`config.mk`:
```
export PLATFORM = sky130hd
export DESIGN_NAME = score_keeper_flat
export DESIGN_NICKNAME = d
export VERILOG_FILES = /design/src/rtl/score_keeper_if.sv /design/src/rtl/score_keeper.sv /design/src/flat_wrapper.sv
export SDC_FILE = /design/constraint.sdc
export NUM_CORES = 1
export LEC_CHECK = 0
export ABC_AREA = 1
export CAP_MARGIN = 20
export CORE_ASPECT_RATIO = 0.6
export CORE_MARGIN = 4
export CORE_UTILIZATION = 50
export CTS_BUF_LIST = sky130_fd_sc_hd__clkbuf_16
export DETAILED_ROUTE_END_ITERATION = 10
export MAX_ROUTING_LAYER = met4
export PLACE_DENSITY = 0.8
export SLEW_MARGIN = 30
export SYNTH_ARGS = -nofsm -noshare
export SYNTH_HDL_FRONTEND = slang
export SYNTH_SLANG_ARGS = --single-unit
```
`constraint.sdc`:
```
create_clock -name Clk -period 2.4 [get_ports Clk]
set_input_delay 0.36 -clock Clk [delete_from_list [all_inputs] [get_ports Clk]]
set_output_delay 0.36 -clock Clk [all_outputs]
set_load 0.1 [all_outputs]
```
`src/rtl/score_keeper_if.sv`:
```
// score_keeper_if: frame/point/start/pause controls in, BCD scores and match state out
interface score_keeper_if #(
  parameter int NUM_PLAYERS = 2,
  parameter int DIGITS      = 2
);
  localparam int WW = NUM_PLAYERS > 1 ? $clog2(NUM_PLAYERS) : 1;
  logic                          frame_tick;
  logic [NUM_PLAYERS-1:0]        point;
  logic                          start;
  logic                          pause;
  logic [NUM_PLAYERS*DIGITS*4-1:0] bcd;
  logic [2:0]                    state;
  logic                          freeze;
  logic                          score_event;
  logic [WW-1:0]                 winner;
  logic                          winner_valid;
  modport master (
    output frame_tick, point, start, pause,
    input  bcd, state, freeze, score_event, winner, winner_valid
  );
  modport slave (
    input  frame_tick, point, start, pause,
    output bcd, state, freeze, score_event, winner, winner_valid
  );
endinterface

```
`src/rtl/score_keeper.sv`:
```
// score_keeper: per-player saturating BCD scores with win detection, post-point hold and pause
module score_keeper #(
  parameter int NUM_PLAYERS = 2,
  parameter int DIGITS      = 2,
  parameter int WIN_SCORE   = 11,
  parameter int HOLD_FRAMES = 60
) (
  input logic Clk,
  input logic Reset,
  score_keeper_if.slave bus
);
  localparam int W  = DIGITS*4;
  localparam int WW = NUM_PLAYERS > 1 ? $clog2(NUM_PLAYERS) : 1;
  typedef enum logic [2:0] {IDLE = 3'd0, PLAY = 3'd1, HOLD = 3'd2, PAUSED = 3'd3, OVER = 3'd4} state_t;
  function automatic logic [W-1:0] to_bcd(input int n);
    logic [W-1:0] r;
    int v;
    r = '0;
    v = n;
    for (int d = 0; d < DIGITS; d++) begin
      r[d*4 +: 4] = 4'(v % 10);
      v = v / 10;
    end
    return r;
  endfunction
  localparam logic [W-1:0] MAX_BCD = to_bcd(10**DIGITS - 1);
  localparam logic [W-1:0] WIN_BCD = to_bcd(WIN_SCORE);
  // all-9s saturates; otherwise ripple the decimal carry from the ones digit
  function automatic logic [W-1:0] bcd_inc(input logic [W-1:0] v);
    logic [W-1:0] r;
    logic c;
    r = v;
    c = 1'b1;
    if (v == MAX_BCD) return v;
    for (int d = 0; d < DIGITS; d++) begin
      if (c) begin
        if (v[d*4 +: 4] == 4'd9) r[d*4 +: 4] = 4'd0;
        else begin
          r[d*4 +: 4] = v[d*4 +: 4] + 4'd1;
          c = 1'b0;
        end
      end
    end
    return r;
  endfunction
  state_t                  r_state, r_saved;
  logic [7:0]              r_cnt;
  logic [NUM_PLAYERS*W-1:0] r_bcd;
  logic                    r_event;
  logic [WW-1:0]           r_winner;
  logic                    r_wvalid;
  logic [NUM_PLAYERS*W-1:0] w_inc;
  logic [NUM_PLAYERS-1:0]  w_hit;
  logic [WW-1:0]           w_win_idx;
  always_comb begin
    w_inc = r_bcd;
    w_hit = '0;
    w_win_idx = '0;
    for (int i = NUM_PLAYERS-1; i >= 0; i--) begin
      if (bus.point[i]) w_inc[i*W +: W] = bcd_inc(r_bcd[i*W +: W]);
      w_hit[i] = (WIN_SCORE != 0) && (w_inc[i*W +: W] == WIN_BCD);
      if (w_hit[i]) w_win_idx = WW'(i);
    end
  end
  always_ff @(posedge Clk) begin
    if (Reset) begin
      r_state  <= IDLE;
      r_saved  <= PLAY;
      r_cnt    <= '0;
      r_bcd    <= '0;
      r_event  <= 1'b0;
      r_winner <= '0;
      r_wvalid <= 1'b0;
    end else begin
      r_event <= 1'b0;
      if (bus.start) begin
        r_state  <= PLAY;
        r_bcd    <= '0;
        r_cnt    <= '0;
        r_winner <= '0;
        r_wvalid <= 1'b0;
      end else if (bus.pause) begin
        if (r_state == PLAY || r_state == HOLD) begin
          r_saved <= r_state;
          r_state <= PAUSED;
        end else if (r_state == PAUSED) r_state <= r_saved;
      end else if (r_state == PLAY && |bus.point) begin
        r_bcd   <= w_inc;
        r_event <= 1'b1;
        if (|w_hit) begin
          r_state  <= OVER;
          r_winner <= w_win_idx;
          r_wvalid <= 1'b1;
        end else begin
          r_state <= HOLD;
          r_cnt   <= 8'(HOLD_FRAMES);
        end
      end else if (r_state == HOLD && bus.frame_tick) begin
        r_cnt <= r_cnt - 8'd1;
        if (r_cnt == 8'd1) r_state <= PLAY;
      end
    end
  end
  assign bus.bcd          = r_bcd;
  assign bus.state        = r_state;
  assign bus.freeze       = r_state != PLAY;
  assign bus.score_event  = r_event;
  assign bus.winner       = r_winner;
  assign bus.winner_valid = r_wvalid;
endmodule

```
`src/flat_wrapper.sv`:
```
// flat-port wrapper written by rule: the top's interface ports become plain ports
module score_keeper_flat 
#(
  parameter int NUM_PLAYERS = 2,
  parameter int DIGITS      = 2,
  parameter int WIN_SCORE   = 11,
  parameter int HOLD_FRAMES = 60
)
  (Clk, Reset, bus_frame_tick, bus_point, bus_start, bus_pause, bus_bcd, bus_state, bus_freeze, bus_score_event, bus_winner, bus_winner_valid);
  score_keeper_if #(.NUM_PLAYERS(NUM_PLAYERS), .DIGITS(DIGITS)) bus_i ();
  input logic Clk;
  input logic Reset;
  input wire logic [$bits(bus_i.frame_tick)-1:0] bus_frame_tick;
  input wire logic [$bits(bus_i.point)-1:0] bus_point;
  input wire logic [$bits(bus_i.start)-1:0] bus_start;
  input wire logic [$bits(bus_i.pause)-1:0] bus_pause;
  output wire logic [$bits(bus_i.bcd)-1:0] bus_bcd;
  output wire logic [$bits(bus_i.state)-1:0] bus_state;
  output wire logic [$bits(bus_i.freeze)-1:0] bus_freeze;
  output wire logic [$bits(bus_i.score_event)-1:0] bus_score_event;
  output wire logic [$bits(bus_i.winner)-1:0] bus_winner;
  output wire logic [$bits(bus_i.winner_valid)-1:0] bus_winner_valid;
  assign bus_i.frame_tick = bus_frame_tick;
  assign bus_i.point = bus_point;
  assign bus_i.start = bus_start;
  assign bus_i.pause = bus_pause;
  assign bus_bcd = bus_i.bcd;
  assign bus_state = bus_i.state;
  assign bus_freeze = bus_i.freeze;
  assign bus_score_event = bus_i.score_event;
  assign bus_winner = bus_i.winner;
  assign bus_winner_valid = bus_i.winner_valid;
  score_keeper #(.NUM_PLAYERS(NUM_PLAYERS), .DIGITS(DIGITS), .WIN_SCORE(WIN_SCORE), .HOLD_FRAMES(HOLD_FRAMES)) u_core (.Clk(Clk), .Reset(Reset), .bus(bus_i));
endmodule
```
**Yosys cells after proc, flatten, opt, wreduce, memory -nomap -nowiden**

Index checks and enable logic that the tools add are counted.

- Add/sub/neg operators: 5
- Reductions and logical operators: 18
- Equality and inequality tests: 16
- Muxes and demuxes: 36
- Bitwise gates (word level): 2

Operators by type and width:

| operator | count |
|---|---|
| 8-bit two-way mux | 9 |
| 4-bit two-way mux | 6 |
| 3-bit two-way mux | 7 |
| 4-bit by 1-bit adder with 4-bit output, second input constant | 4 |
| 4-bit == test, second input constant | 4 |
| 8-bit by 5-bit == test with 1-bit output, second input constant | 2 |
| 8-bit == test, second input constant | 2 |
| 3-bit AND reduction | 5 |
| 1-bit two-way mux | 14 |
| 8-bit by 1-bit == test with 1-bit output, second input constant | 1 |
| 4-bit nonzero test | 2 |
| 8-bit by 1-bit subtractor with 8-bit output, second input constant | 1 |
| 3-bit by 2-bit == test with 1-bit output, second input constant | 2 |
| 3-bit by 1-bit inequality test with 1-bit output, second input constant | 2 |
| 3-bit nonzero test | 2 |
| 2-bit OR reduction | 3 |
| 4-bit by 2-bit inequality test with 1-bit output, second input constant | 1 |
| 3-bit by 1-bit == test with 1-bit output, second input constant | 1 |
| 3-bit OR reduction | 1 |
| 1-bit logical AND | 2 |
| 2-bit inequality test, second input constant | 1 |
| 1-bit NOT | 2 |
| 2-bit AND reduction | 1 |
| 2-bit nonzero test | 1 |
| 1-bit logical OR | 1 |

- Bits of input ports: 7
- Bits in registers: 33
- Output and inout bits: 23
- Word-level logic and storage cells: 85

**Logic depth before layout (Yosys ltp)**

- Word-level depth: 14
- Gate-level depth with buffers: 14
- Depth with buffers taken out: 14

**Worst setup path before layout**

OpenSTA, ideal clock, no wires.

- Path type: register to register
- Start: register u_core.r_state[0] (netlist: u_core.bus.state[0])
- End: register u_core.r_saved[0]
- Setup time: 0.122 ns
- Setup slack: -0.156 ns
- Arrival: 2.434 ns
- Required time: 2.278 ns
- Clock period less this slack: 2.556 ns
- Stages on the path, launching flop included: 7
- Path through: dfxtp_1 inv_1 nor3_2 inv_1 nand2_1 nand2_1 a221o_1

- Cells in the longest elaborated chain, start to end: 3
- Elaborated cells on any way between the ends: 4

Ends and longest elaborated chain:

| item | line | text |
|---|---|---|
| from (decl) | score_keeper.sv:46 | `state_t r_state, r_saved;` |
| from (signal assigned) | score_keeper.sv:86 | `end else if (r_state == PAUSED) r_state <= r_saved;` |
| 3-bit by 1-bit == test with 1-bit output / 3-bit by 2-bit == test with 1-bit output (equally long branches) | score_keeper.sv:83 | `if (r_state == PLAY \|\| r_state == HOLD) begin` |
| 1-bit logical OR | score_keeper.sv:83 |  |
| 3-bit AND reduction (no line) | -- |  |
| to (signal assigned) | score_keeper.sv:84 | `r_saved <= r_state;` |
| to (decl) | score_keeper.sv:46 |  |

Several ways; a longest one is shown, not always the timed one.
A chain may end at the register's enable or synchronous reset.

**Final worst setup path**

- Start: input bus_point[1]
- End: register u_core.r_cnt[1]

- Cells in the longest elaborated chain, start to end: 5
- Elaborated cells on any way between the ends: 9

Ends and longest elaborated chain:

| item | line | text |
|---|---|---|
| from (decl) | flat_wrapper.sv:14 | `input wire logic [$bits(bus_i.point)-1:0] bus_point;` |
| 8-bit two-way mux | score_keeper.sv:60 | `if (bus.point[i]) w_inc[i*W +: W] = bcd_inc(r_bcd[i*W +: W]);` |
| 8-bit by 5-bit == test with 1-bit output | score_keeper.sv:61 | `w_hit[i] = (WIN_SCORE != 0) && (w_inc[i*W +: W] == WIN_BCD);` |
| 2-bit OR reduction | score_keeper.sv:90 | `if (\|w_hit) begin` |
| 2-bit inequality test (no line) | -- |  |
| 3-bit AND reduction (no line) | -- |  |
| to (signal assigned) | score_keeper.sv:96 | `r_cnt <= 8'(HOLD_FRAMES);` |
| to (signal assigned) | score_keeper.sv:99 | `r_cnt <= r_cnt - 8'd1;` |
| to (decl) | score_keeper.sv:47 | `logic [7:0] r_cnt;` |

Several ways; a longest one is shown, not always the timed one.

==> results_dict.tcl <==
set metrics [dict create \
    chipWidth_um 88.4 \
    syn_area_sq_mm 0.00194 \
    initial_core_util_pct 52.4 \
    setup.worst_path.start "bus_point[1]" \
    grt-ovfl-total 0 \
    worstSkewPairLatency_ns 0.28 \
    crit_arrival_ns 2.29 \
    reg2regPathDepth 11 \
    final_hold_viol_count 0 \
    period_needed_ns 2.09 \
    netlist_top_cells_area "dfxtp_1 (34%), nand2_1 (13%), inv_1 (7.2%)" \
    drt-wirelength-per-cell_um 12.6 \
    ctsResizeCount 0 \
    critPathMaxFanout 7 \
    yosysTopAreaCell "dfxtp_1" \
    post-route-util_pct 64.2 \
    finalClockSkew_ns 0.00179 \
    end_kind "register" \
    worst_pin_slew_ns 0.519 \
    fillers 343 \
    ys_ff_latch 33 \
    regArea_sq_um 664 \
    pin_count 30 \
    antenna_found_initial 0 \
    synth_nets 307 \
    synth-seq-area-share_pct 34.1 \
    cts_buffer_depth 2 \
    dr.first_iter.drc_count 125 \
    maxCapViolations 0 \
    fin_nets 341 \
    routed_wl_um 4810 \
    ctsHoldBuffers 0 \
    syn_to_final_growth_pct 22.5 \
    whs_path_depth 2 \
    die-area_sq_mm 0.00497 \
    grt.total_usage_pct 22.0 \
    netlist.area_leader.share_pct 34.1 \
    rsz0062_at_grt "false" \
    grt_pass1_vias 1939 \
    viasPerCell 5.43 \
    diodes 0 \
    layout-drive-gt1-share_pct 17.1 \
    dieHeight_um 56.2 \
    core-area_sq_mm 0.00370 \
    numCtsBuffers 5 \
    status "complete, no violations" \
    synthArstFlopShare_pct 0 \
    drt-pass1-iter-count 6 \
    post-route-drc-count 0 \
    num_vias 2062 \
    grt_pass1_wl_um 8520 \
    finalMaxSlewViolations 0 \
    cts_tree "built" \
    clk_pin_slew_ns 0.05 \
    yosys.cell_types.count 35 \
    hp-class "register to register" \
    hold_start "u_core.bus.winner_valid" \
    cts.sinks 33 \
    fmax_mhz 479 \
    dp_hpwl_um 3520 \
    p_leak_uw 0.00102 \
    critPathKind "primary input to register" \
    post-cts-setup-buffers 0 \
    yosysWarningCount 0 \
    place_congestion 0.925 \
    fin_crit_sh_pct 87.0 \
    fin_tns_setup_ns 0 \
    multi_input_area_sq_mm 0.00109 \
    p_per_area_mw_per_mm2 628 \
    setup_viol 0 \
    ir_drop_mv 0.475 \
    yosysMostFrequentCell "nand2_1" \
    antenna_left 0 \
    syn_avg_cell_area_sq_um 6.50 \
    cp-start-kind "primary input" \
    clock-root-buffer "clkbuf_16" \
    rows 17 \
    required_ns 2.61 \
    synth.top_cells.by_count "nand2_1 (68), inv_1 (37), dfxtp_1 (33)" \
    synthCells 298 \
    synth_ff_type "dfxtp_1" \
    grt_max_degree 19 \
    r2r-start "u_core.bus.bcd[12]" \
    h-tree-depth 2 \
    portBuffers 29 \
    slew_headroom_pct 65.4 \
    synth-edff-count 0 \
]
layout by cell type, fill, tap and decap left out, types with 6 or more instances in the layout:
master	n
a31oi_1	6
o21ai_0	24
nand4_1	7
buf_4	28
dfxtp_1	30
nor2_1	30
inv_1	37
nand3_1	22
nand2_1	68
clkdlybuf4s50_1	6
a21oi_1	25
logic make-up (layout without fill, tap and decap cells):
kind of cell / after synthesis / in the layout / synth area share [%]
flops: 33 / 33 / 34.1
fa+ha+maj: 2 / 2 / 1.29
compound gates: 64 / 64 / 18.4
buf+inv: 48 / 83 / 9.68
simple gates: 148 / 148 / 35.2
xor+xnor: 3 / 3 / 1.36
report_power, final:
group          total [uW]  switching, uW  internal, uW
combinational         297            216          80.8
sequential            588           20.6           567
clock                 608            233           375
total                1490            470          1020
final timing paths:
path	to	slack (ns)
worst max register to register	u_core.r_cnt[1]	0.47
worst min-delay path	u_core.bus.winner_valid	0.45
worst max-delay path	u_core.r_cnt[1]	0.31
worst min register to register	u_core.bus.winner_valid	0.45
metal layers:
metal / global-route usage [%] / part of all wire [%]
met4: 9.48 / 1.6
met5: - / 0
met2: 28.9 / 40
met3: 5.62 / 7.5
met1: 31.4 / 51
flip-flops by register name (all words and copies together), names as in the netlist:
| name | flops |
|---|---|
| u_core.bus.bcd | 16 |
| u_core.bus.score_event | 1 |
| u_core.bus.state | 3 |
| u_core.bus.winner | 1 |
| u_core.bus.winner_valid | 1 |
| u_core.r_cnt | 8 |
| u_core.r_saved | 3 |
per-stage QoR:
step	total power, uW	hold slack [ns]	cell area [sq um]	setup slack (ns)	cells
floorplan	823	0.418	1940	0.0697	298
detailed placement	893	0.443	2240	0.0747	372
CTS	1500	0.451	2370	0.351	380
global route	1560	0.485	2370	0.158	380
global placement	892	0.438	2240	0.0605	372
finish	1490	0.448	2370	0.311	380
critical path: stages:
cell and delay (ns):
clkdlybuf4s50_1 0.52, buf_4 0.22, o21ai_2 0.33, nand2_1 0.08
nor2_1 0.24, inv_1 0.19, nand2_2 0.16, nand2_1 0.07
a21oi_1 0.12
final cells by class:
type / count / share of cell area, %
Multi-Input combinational cell: 217 / 45.9
Clock buffer: 5 / 5.27
Inverter: 41 / 6.48
Tap cell: 47 / 2.48
Sequential cell: 33 / 28.0
Timing Repair Buffer: 34 / 11.4
Clock inverter: 3 / 0.527
Note: power is estimated with default switching activity, not from simulation.
